## src/rtl/divider_seq.sv

```systemverilog
// Sequential restoring divider: one quotient bit per clock, WIDTH+1 edges start-to-done.
// Divide-by-zero short-circuits to DONE with an all-ones quotient and the dividend as remainder.
//
// state | meaning
// IDLE  | waiting for start; operands captured on the accepting edge
// RUN   | one restoring shift/subtract step per edge, WIDTH steps
// DONE  | single-cycle result-valid pulse; start ignored
module divider_seq #(
  parameter int WIDTH = 8
) (
  input  logic             clk,
  input  logic             rst_n,
  input  logic             start,
  input  logic [WIDTH-1:0] dividend,
  input  logic [WIDTH-1:0] divisor,
  output logic             busy,
  output logic             done,
  output logic [WIDTH-1:0] quotient,
  output logic [WIDTH-1:0] remainder,
  output logic             div_by_zero
);

  localparam int CW = $clog2(WIDTH);
  localparam logic [CW-1:0] LAST = CW'(WIDTH - 1);

  typedef enum logic [1:0] {
    S_IDLE = 2'd0,
    S_RUN  = 2'd1,
    S_DONE = 2'd2
  } state_t;

  state_t r_state, w_state_nxt;

  logic [WIDTH-1:0] r_d;
  logic [WIDTH-1:0] r_q;
  logic [WIDTH-1:0] r_rem;
  logic [CW-1:0]    r_cnt;
  logic [WIDTH-1:0] r_quot;
  logic [WIDTH-1:0] r_remd;
  logic             r_dbz;

  logic [WIDTH:0]   w_r_sh;
  logic [WIDTH-1:0] w_diff;
  logic             w_bc;
  logic             w_borrow;
  logic [WIDTH-1:0] w_r_next;
  logic [WIDTH-1:0] w_q_next;

  // Stored remainder is always below the divisor, so only WIDTH bits are kept;
  // the shifted value's top bit only feeds the final borrow.
  always_comb begin
    w_r_sh = {r_rem, r_q[WIDTH-1]};
    w_diff = '0;
    w_bc   = 1'b0;
    for (int i = 0; i < WIDTH; i++) begin
      w_diff[i] = w_r_sh[i] ^ r_d[i] ^ w_bc;
      w_bc      = (~w_r_sh[i] & r_d[i]) | (~(w_r_sh[i] ^ r_d[i]) & w_bc);
    end
    w_borrow = ~w_r_sh[WIDTH] & w_bc;
    w_r_next = w_borrow ? w_r_sh[WIDTH-1:0] : w_diff;
    w_q_next = {r_q[WIDTH-2:0], ~w_borrow};
  end

  always_ff @(posedge clk) begin
    if (!rst_n) r_state <= S_IDLE;
    else        r_state <= w_state_nxt;
  end

  always_comb begin
    w_state_nxt = r_state;
    unique case (r_state)
      S_IDLE: begin
        if (start) w_state_nxt = (divisor == '0) ? S_DONE : S_RUN;
      end
      S_RUN: begin
        if (r_cnt == LAST) w_state_nxt = S_DONE;
      end
      S_DONE:  w_state_nxt = S_IDLE;
      default: w_state_nxt = S_IDLE;
    endcase
  end

  always_ff @(posedge clk) begin
    if (!rst_n) begin
      r_d    <= '0;
      r_q    <= '0;
      r_rem  <= '0;
      r_cnt  <= '0;
      r_quot <= '0;
      r_remd <= '0;
      r_dbz  <= 1'b0;
    end else begin
      unique case (r_state)
        S_IDLE: begin
          if (start) begin
            if (divisor != '0) begin
              r_d   <= divisor;
              r_q   <= dividend;
              r_rem <= '0;
              r_cnt <= '0;
              r_dbz <= 1'b0;
            end else begin
              r_quot <= '1;
              r_remd <= dividend;
              r_dbz  <= 1'b1;
            end
          end
        end
        S_RUN: begin
          r_rem <= w_r_next;
          r_q   <= w_q_next;
          r_cnt <= r_cnt + CW'(1);
          if (r_cnt == LAST) begin
            r_quot <= w_q_next;
            r_remd <= w_r_next;
          end
        end
        default: ;
      endcase
    end
  end

  assign busy        = (r_state == S_RUN);
  assign done        = (r_state == S_DONE);
  assign quotient    = r_quot;
  assign remainder   = r_remd;
  assign div_by_zero = r_dbz;

endmodule

```

## config.mk

```make
export PLATFORM = sky130hd
export DESIGN_NAME = divider_seq
export DESIGN_NICKNAME = d
export VERILOG_FILES = /design/src/rtl/divider_seq.sv
export SDC_FILE = /design/constraint.sdc
export NUM_CORES = 1
export LEC_CHECK = 0
export BUFFER_PORTS_ARGS = -buffer_cell sky130_fd_sc_hd__buf_4
export CAP_MARGIN = 0
export CORE_AREA = 2 2 77 79
export CTS_CLUSTER_SIZE = 24
export DETAILED_ROUTE_END_ITERATION = 10
export DIE_AREA = 0 0 79 81
export REMOVE_ABC_BUFFERS = 1
export SYNTH_ARGS = -nofsm -noshare
export SYNTH_HDL_FRONTEND = slang
export SYNTH_SLANG_ARGS = --single-unit
```

## constraint.sdc

```tcl
create_clock -name clk -period 3.75 [get_ports clk]
set_input_delay 0.375 -clock clk [delete_from_list [all_inputs] [get_ports clk]]
set_output_delay 0.375 -clock clk [all_outputs]
set_load 0.01 [all_outputs]
```

==> results of run 1 <==
worst max-delay path: cells and delay by family (launching register included):
kind	cells	cell delay, ns
DFF	1	0.34
adders and majority gates	8	2.60
AOI/OAI and AO/OA	3	0.47
and+or+nand+nor	1	0.14
buffers and inverters	2	0.19
synth_stat cells, drive strengths merged:
library cell   n
o21ai         13
nor3           1
nand3b         1
or3b           1
or2            1
buf            6
nand2          3
fa             7
o221a         15
or4            2
nand3          2
nand2b         4
a21oi         20
nor3b          9
mux2i          9
nor2          25
inv           11
clkbuf         6
dfxtp         46
clkinv         1
ha             3
nor4           2
a211oi         8
o31ai          1
a22o           8
o22ai          1
nor2b          1
power by group through the flow:
stage	Combinational, mW	Clock (mW)	Sequential (mW)
global placement	0.241	0	0.551
CTS	0.287	0.461	0.542
floorplan	0.153	0	0.546
global route	0.342	0.483	0.548
detailed placement	0.246	0	0.551
finish	0.309	0.449	0.543
per-stage QoR:
| step | cells | power (mW) | worst slack (ns) | TNS, ns |
|---|---|---|---|---|
| 2_1_floorplan | 195 | 0.699 | -0.248 | -3.39 |
| 3_3_place_gp | 317 | 0.792 | -0.453 | -6.09 |
| 3_5_place_dp | 317 | 0.796 | -0.481 | -6.69 |
| 4_1_cts | 326 | 1.29 | -0.0776 | -0.460 |
| 5_1_grt | 326 | 1.37 | -0.174 | -1.86 |
| 6_report | 326 | 1.30 | -0.0603 | -0.234 |
logic make-up after synthesis:
group / Yosys count / synth area share, %
muxes: 9 / 4.28
AOI/OAI and AO/OA: 66 / 25.0
DFF: 46 / 43.8
buffers and inverters: 24 / 5.17
and+or+nand+nor: 52 / 13.4
adders and majority gates: 10 / 8.44
cell type report:
type	instances	area share, %
timing repair buffer	48	13.4
multi-input combinational	137	42.5
clock buffer	6	3.02
clock inverter	2	2.20
inverter	12	1.65
sequential	46	33.7
tap	75	3.43
what timing repair did:
action,4_1_cts,5_1_grt
hold buffers,0,0
cloned,0,0
resized for setup,21,5
setup buffers,1,0
pin swaps,6,6
endpoints found under the setup margin,18,16
placed cells by master, fill, tap and decap left out, types with 2 or more instances in the layout:
cell type | synthesis | layout
a211oi_2 | 0 | 7
a21oi_1 | 12 | 10
a21oi_2 | 8 | 10
a22o_1 | 8 | 8
buf_4 | 0 | 46
buf_6 | 2 | 2
bufinv_16 | 0 | 2
clkbuf_8 | 0 | 6
dfxtp_1 | 46 | 45
fa_2 | 0 | 7
ha_1 | 3 | 2
inv_1 | 11 | 10
mux2i_1 | 9 | 9
nand2_1 | 3 | 3
nand2b_1 | 4 | 4
nand3_1 | 2 | 2
nor2_1 | 25 | 25
nor3b_1 | 8 | 6
nor3b_2 | 1 | 2
nor4_1 | 2 | 2
o21ai_0 | 11 | 11
o221a_2 | 15 | 15
or4_4 | 2 | 2
layer usage:
layer  global-route usage (%)  up-vias  part of all wire [%]  wire (um)
met5                        0        -                     0          0
met4                     6.38        0                   1.8         87
met3                     3.00       11                   3.7        180
met2                     25.5       44                    45       2210
met1                     22.2      803                    50       2440
li1                         -      837                     -          -
path summary, 6_finish.rpt:
check | endpoint | slack (ns) | depth (start not counted)
max reg2reg | remainder[6]$_SDFFE_PN0P_ | -0.06 | 14
min | r_d[6]$_SDFFE_PN0P_ | 0.33 | 3
max | remainder[6]$_SDFFE_PN0P_ | -0.06 | 14
min reg2reg | r_cnt[1]$_SDFFE_PN0P_ | 0.47 | 2
flip-flops by register name (all words and copies together) (netlist names):
name,count
quotient,8
r_d,8
r_q,8
r_rem,8
remainder,8
r_cnt,3
r_state,2
div_by_zero,1
==> key figures, run 1 <==
Run status
  – Status: finished, violations left
  – Failing checks: setup timing

Setup path
  – Crit-path cells: inv_2 > ha_4 > fa_2 > fa_2 > fa_2 > fa_2 > fa_2 > fa_2 > fa_2 > buf_6 > nor3b_4 > a211oi_2 > a21oi_2 > a21oi_2
  – Worst Setup End Kind: flop
  – Critical path type: flop to flop
  – Crit path DAT: 4.04 ns
  – CP peak stage delay: about 0.41 ns
  – Slowest CP cell: fa_2
  – Worst path required time: 3.98 ns
  – Crit path from: r_q[7]$_SDFFE_PN0P_
  – R2R Path Start: r_q[7]$_SDFFE_PN0P_
  – Crit path top cell by count: fa_2
  – Crit-path max FO: 6
  – Crit start category: flop

Final layout
  – Diodes inserted: 0
  – Register Area: ~920 um2
  – Final-stage net count: 279
  – Layout area overhead: 30.0%
  – Fillcell total: ~560
  – Area of the multi-input gates: 0.00116 mm2
  – Layout cells sized above 1: between 40% and 50%
  – Final Cell Area: 0.00274 mm2
  – Final core occ: 48.2%

Timing
  – Fin. max-slew vios: 0
  – # setup viols final: 10
  – Max-slew headroom: 26.1%
  – Hold_ws: 0.333 ns
  – Final Hold Fails: 0
  – Period minus WS final: 3.81 ns
  – Worst clock skew: 0.00368 ns
  – Final setup margin: -0.0603 ns
  – Max Fclk: 0.262 GHz
  – Worst-margin pin slew: 1.11 ns
  – Tcrit/Tclk final: 102%
  – Unrepaired setup endpoints after global routing: true

Pwr
  – Clk pwr share: approximately a third
  – Psw: 0.347 mW
  – Pwr per Cell Area: 476 mW/mm2
  – Sw Ratio: 26.7%
  – Internal: 0.954 mW
  – LEAKAGE: 1.09 nW
  – Max VDD drop: 0.221 mV
  – Sequential Power Share: a little over two fifths
  – Comb power frac: 23.8%

CTS
  – Clock Latency Late Sink: 0.29 ns
  – Num CTS Buffers: 5
  – CTS Root Cell: clkbuf_8
  – Clk slew on worst S/H paths: ~0.08 ns
  – CTS Buffer Depth: 2
  – Clk sinks: 46
  – CTS tree: yes
  – H-tree Lvls: 2

Flow run
  – Max capacitance violation total: 0

Logic synthesis
  – Seq/Total Area, Yosys: 43.8%
  – #FFs+latches synth: 46
  – Post-Synthesis Cells: 207
  – Synthesis Warnings: 0
  – Share of the synthesized area in the top cell type: between 40% and 50%
  – Largest cells by area after synthesis: dfxtp_1 44%, o221a_2 8.0%, fa_1 6.7%
  – Cell taking the most area after synthesis: dfxtp_1
  – Syn Area/Cell: 10.2 um2
  – Synth unique cells: 33
  – Synthesized area: 0.00210 mm2

Detailed routing
  – Starting DRT DRC Count: 78
  – DRT Pass-1 Iters: 4
  – Via-per-instance ratio: 5.20
  – DR vias: 1695
  – Routed WL: 4920 um
  – Routed length per instance: 15.1 um
  – DR DRC count: 0
  – Antenna Nets Post-Route: 0

Place
  – Post-DP Area: 0.00249 mm2
  – DP Wirelength: roughly 3400 um
  – Routability cong.: 0.756
  – Port bufs: 37

Floorplan
  – Vert. Die Dim: 81 um
  – Initial Util: 37.1%
  – Die area: 0.00640 mm2
  – Die Span X: 79 um
  – Std cell rows: 28
  – Ports: 38
  – Core area: ~0.0057 mm2

GRT
  – Global-route wire length before repair: 8090 um
  – GR Overflow Total: 0
  – Vias in the first global route: ~1600
  – Initial antenna violation count: 0
  – Largest net degree at the start of global routing: 34
  – Total Routing Usage GR: 16.3%

Hold path
  – HP Start: divisor[6]
  – Worst hold path class: input pin to flop
No activity file was read; power rests on OpenSTA's default activity.
==> run 2, diff against run 1 <==
- PLACE_DENSITY: unset -> 0.61
==> run 2 against run 1 <==
Net effect: the flow still finishes with violations (setup timing); flip-flop and latch count stayed put; worst hold slack got worse by 0.0040 ns; combinational power rose by 6%; via count down 1.5%; first-iteration DRC count grew 24%; global-route usage is 0.26 points higher; non-clock buffer count unchanged; routed wire length grew 0.39%; fmax is 0.67% higher; critical endpoint is now remainder[0]$_SDFFE_PN0P_; largest power group unchanged; highest routed layer unchanged.
==> key figures, run 2 (same netlist as run 1, synthesis figures left out) <==
Floorplan
  – Ports: 38 (unchanged)
  – Core area: 0.00568 mm2 (unchanged)
  – Die area: 0.00640 mm2 (unchanged)
  – Vert. Die Dim: 81 um (unchanged)
  – Std cell rows: 28 (unchanged)
  – Initial Util: 37.1% (unchanged)
  – Die Span X: 79 um (unchanged)

Final layout
  – Final Cell Area: 0.00272 mm2 (-0.46%)
  – Layout area overhead: 29.4%
  – Layout cells sized above 1: 43.0% (+0.40 points)
  – Register Area: 922 um2 (unchanged)
  – Most frequent cells in the layout: 45 x dfxtp_1, 45 x buf_4, 25 x nor2_1, 15 x o221a_2, 11 x o21ai_0
  – Area of the multi-input gates: 0.00118 mm2 (+1.4%)
  – Final-stage net count: 279 (unchanged)
  – Diodes inserted: 0 (unchanged)
  – Fillcell total: 548 (-2.0%)

Place
  – Routability cong.: 0.751 (-0.56%)
  – Post-DP Area: 0.00248 mm2 (-0.30%)
  – DP Wirelength: 3320 um (-2.6%)
  – Port bufs: 37 (unchanged)

Setup path
  – Crit-path max FO: 6 (unchanged)
  – R2R Path Start: r_q[7]$_SDFFE_PN0P_
  – Crit path from: r_q[7]$_SDFFE_PN0P_
  – Crit path DAT: 4.02 ns (-0.02 ns)
  – Worst path required time: 3.98 ns (about the same)
  – Critical path type: flop to flop
  – Worst Setup End Kind: flop
  – Crit start category: flop

Run status
  – Failing checks: setup timing
  – Status: finished, violations left

Timing
  – Worst-margin pin slew: 1.13 ns (+0.0237 ns)
  – # setup viols final: 6 (-4)
  – Unrepaired setup endpoints after global routing: true
  – Final setup margin: -0.0349 ns (+0.0253 ns)
  – Tcrit/Tclk final: 101% (-0.68 points)
  – Max-slew headroom: 24.6% (-1.6 points)
  – Max Fclk: 0.264 GHz (+0.67%)
  – Worst clock skew: 0.00800 ns (+0.00432 ns)
  – Period minus WS final: 3.78 ns (-0.0253 ns)
  – Fin. max-slew vios: 0 (unchanged)
  – Final Hold Fails: 0 (unchanged)

GRT
  – Total Routing Usage GR: 16.5% (+0.26 points)
  – Global-route wire length before repair: 8200 um (+1.4%)
  – GR Overflow Total: 0 (unchanged)
  – Vias in the first global route: 1644 (-0.18%)
  – Initial antenna violation count: 0 (unchanged)
  – Largest net degree at the start of global routing: 34 (unchanged)

Pwr
  – Internal: 0.881 mW (-7.6%)
  – Comb power frac: 26.2% (+2.4 points)
  – Total power: 1.25 mW (-4.3%)
  – Sequential Power Share: 43.7% (+2.0 points)
  – LEAKAGE: 1.07 nW (-1.3%)
  – Psw: 0.364 mW (+4.7%)
  – Max VDD drop: 0.165 mV (-26%)
  – Pwr per Cell Area: 457 mW/mm2 (-3.9%)
  – Clk pwr share: 30.1% (-4.4 points)
  – Sw Ratio: 29.2% (+2.5 points)

Detailed routing
  – Antenna Nets Post-Route: 0 (unchanged)
  – Routed WL: 4940 um (+0.39%)
  – Routed length per instance: 15.1 um (+0.39%)
  – Via-per-instance ratio: 5.12 (-1.5%)
  – DR vias: 1670 (-1.5%)
  – DR DRC count: 0 (unchanged)
  – Starting DRT DRC Count: 97 (+24%)
  – DRT Pass-1 Iters: 4 (unchanged)

CTS
  – CTS Buffer Depth: 2 (unchanged)
  – H-tree Lvls: 2 (unchanged)
  – Hold_buf cts: 0 (unchanged)
  – Clk slew on worst S/H paths: 0.09 ns (about the same)
  – CTS tree: yes
  – Clock Latency Late Sink: 0.30 ns (about the same)
  – CTS Root Cell: clkbuf_8
  – Clk sinks: 46 (unchanged)
  – Num CTS Buffers: 5 (unchanged)

Hold path
  – HP Start: divisor[6]
  – Worst hold path class: input pin to flop

Flow run
  – Max capacitance violation total: 0 (unchanged)
[run 2: final cells by class]
| cell class | instances | share of cell area (%) |
|---|---|---|
| inverters | 12 | 1.65 |
| multi-input cells | 137 | 43.3 |
| clock inverters | 2 | 1.38 |
| flip-flops and latches | 46 | 33.9 |
| well taps | 75 | 3.45 |
| repair buffers | 48 | 13.6 |
| clock buffers | 6 | 2.67 |
[run 2: power groups by stage]
| stage | clock network [mW] | registers (mW) | logic, mW |
|---|---|---|---|
| floorplan | 0 | 0.546 | 0.153 |
| global placement | 0 | 0.551 | 0.240 |
| detailed placement | 0 | 0.551 | 0.242 |
| CTS | 0.381 | 0.543 | 0.285 |
| global route | 0.404 | 0.549 | 0.360 |
| finish | 0.374 | 0.545 | 0.326 |
[run 2: stage by stage]
stage | util, % | std cells | TNS [ns] | setup slack, ns | hold slack, ns
global route | 48.0 | 326 | -1.91 | -0.180 | 0.338
floorplan | - | 195 | -3.39 | -0.248 | 0.440
finish | 48.0 | 326 | -0.154 | -0.0349 | 0.329
CTS | 47.1 | 325 | -0.626 | -0.0918 | 0.324
global placement | 43.7 | 316 | -6.08 | -0.441 | 0.447
detailed placement | 43.7 | 316 | -6.90 | -0.485 | 0.462
[run 2: routing by layer]
layer	global-route usage, %	wire length, um
met5	0	0
met4	7.07	92
met3	2.89	222
met2	24.9	2140
met1	23.3	2480
[run 2: path summary, 6_finish.rpt]
path | endpoint | slack, ns | cells after the start
setup reg to reg | remainder[0]$_SDFFE_PN0P_ | -0.03 | 14
hold reg to reg | r_cnt[2]$_SDFFE_PN0P_ | 0.47 | 2
setup / recovery | remainder[0]$_SDFFE_PN0P_ | -0.03 | 14
hold / removal | r_d[6]$_SDFFE_PN0P_ | 0.33 | 3
[run 2: timing repair]
action                     4_1_cts  5_1_grt
buffers inserted                 1        1
resized for setup               21        9
gates cloned                     0        0
pin swaps                        5        4
setup endpoints to repair       18       16
hold endpoints to repair         0        0
[run 2: critical path: stages, from the launching register on]
cell and delay (ns):
dfxtp_2 0.34, inv_2 0.04, ha_4 0.14, fa_2 0.33
fa_2 0.35, fa_2 0.35, fa_2 0.34, fa_2 0.34
fa_2 0.35, fa_2 0.40, buf_6 0.15, nor3b_4 0.15
a211oi_2 0.20, a21oi_1 0.09, a21oi_2 0.14
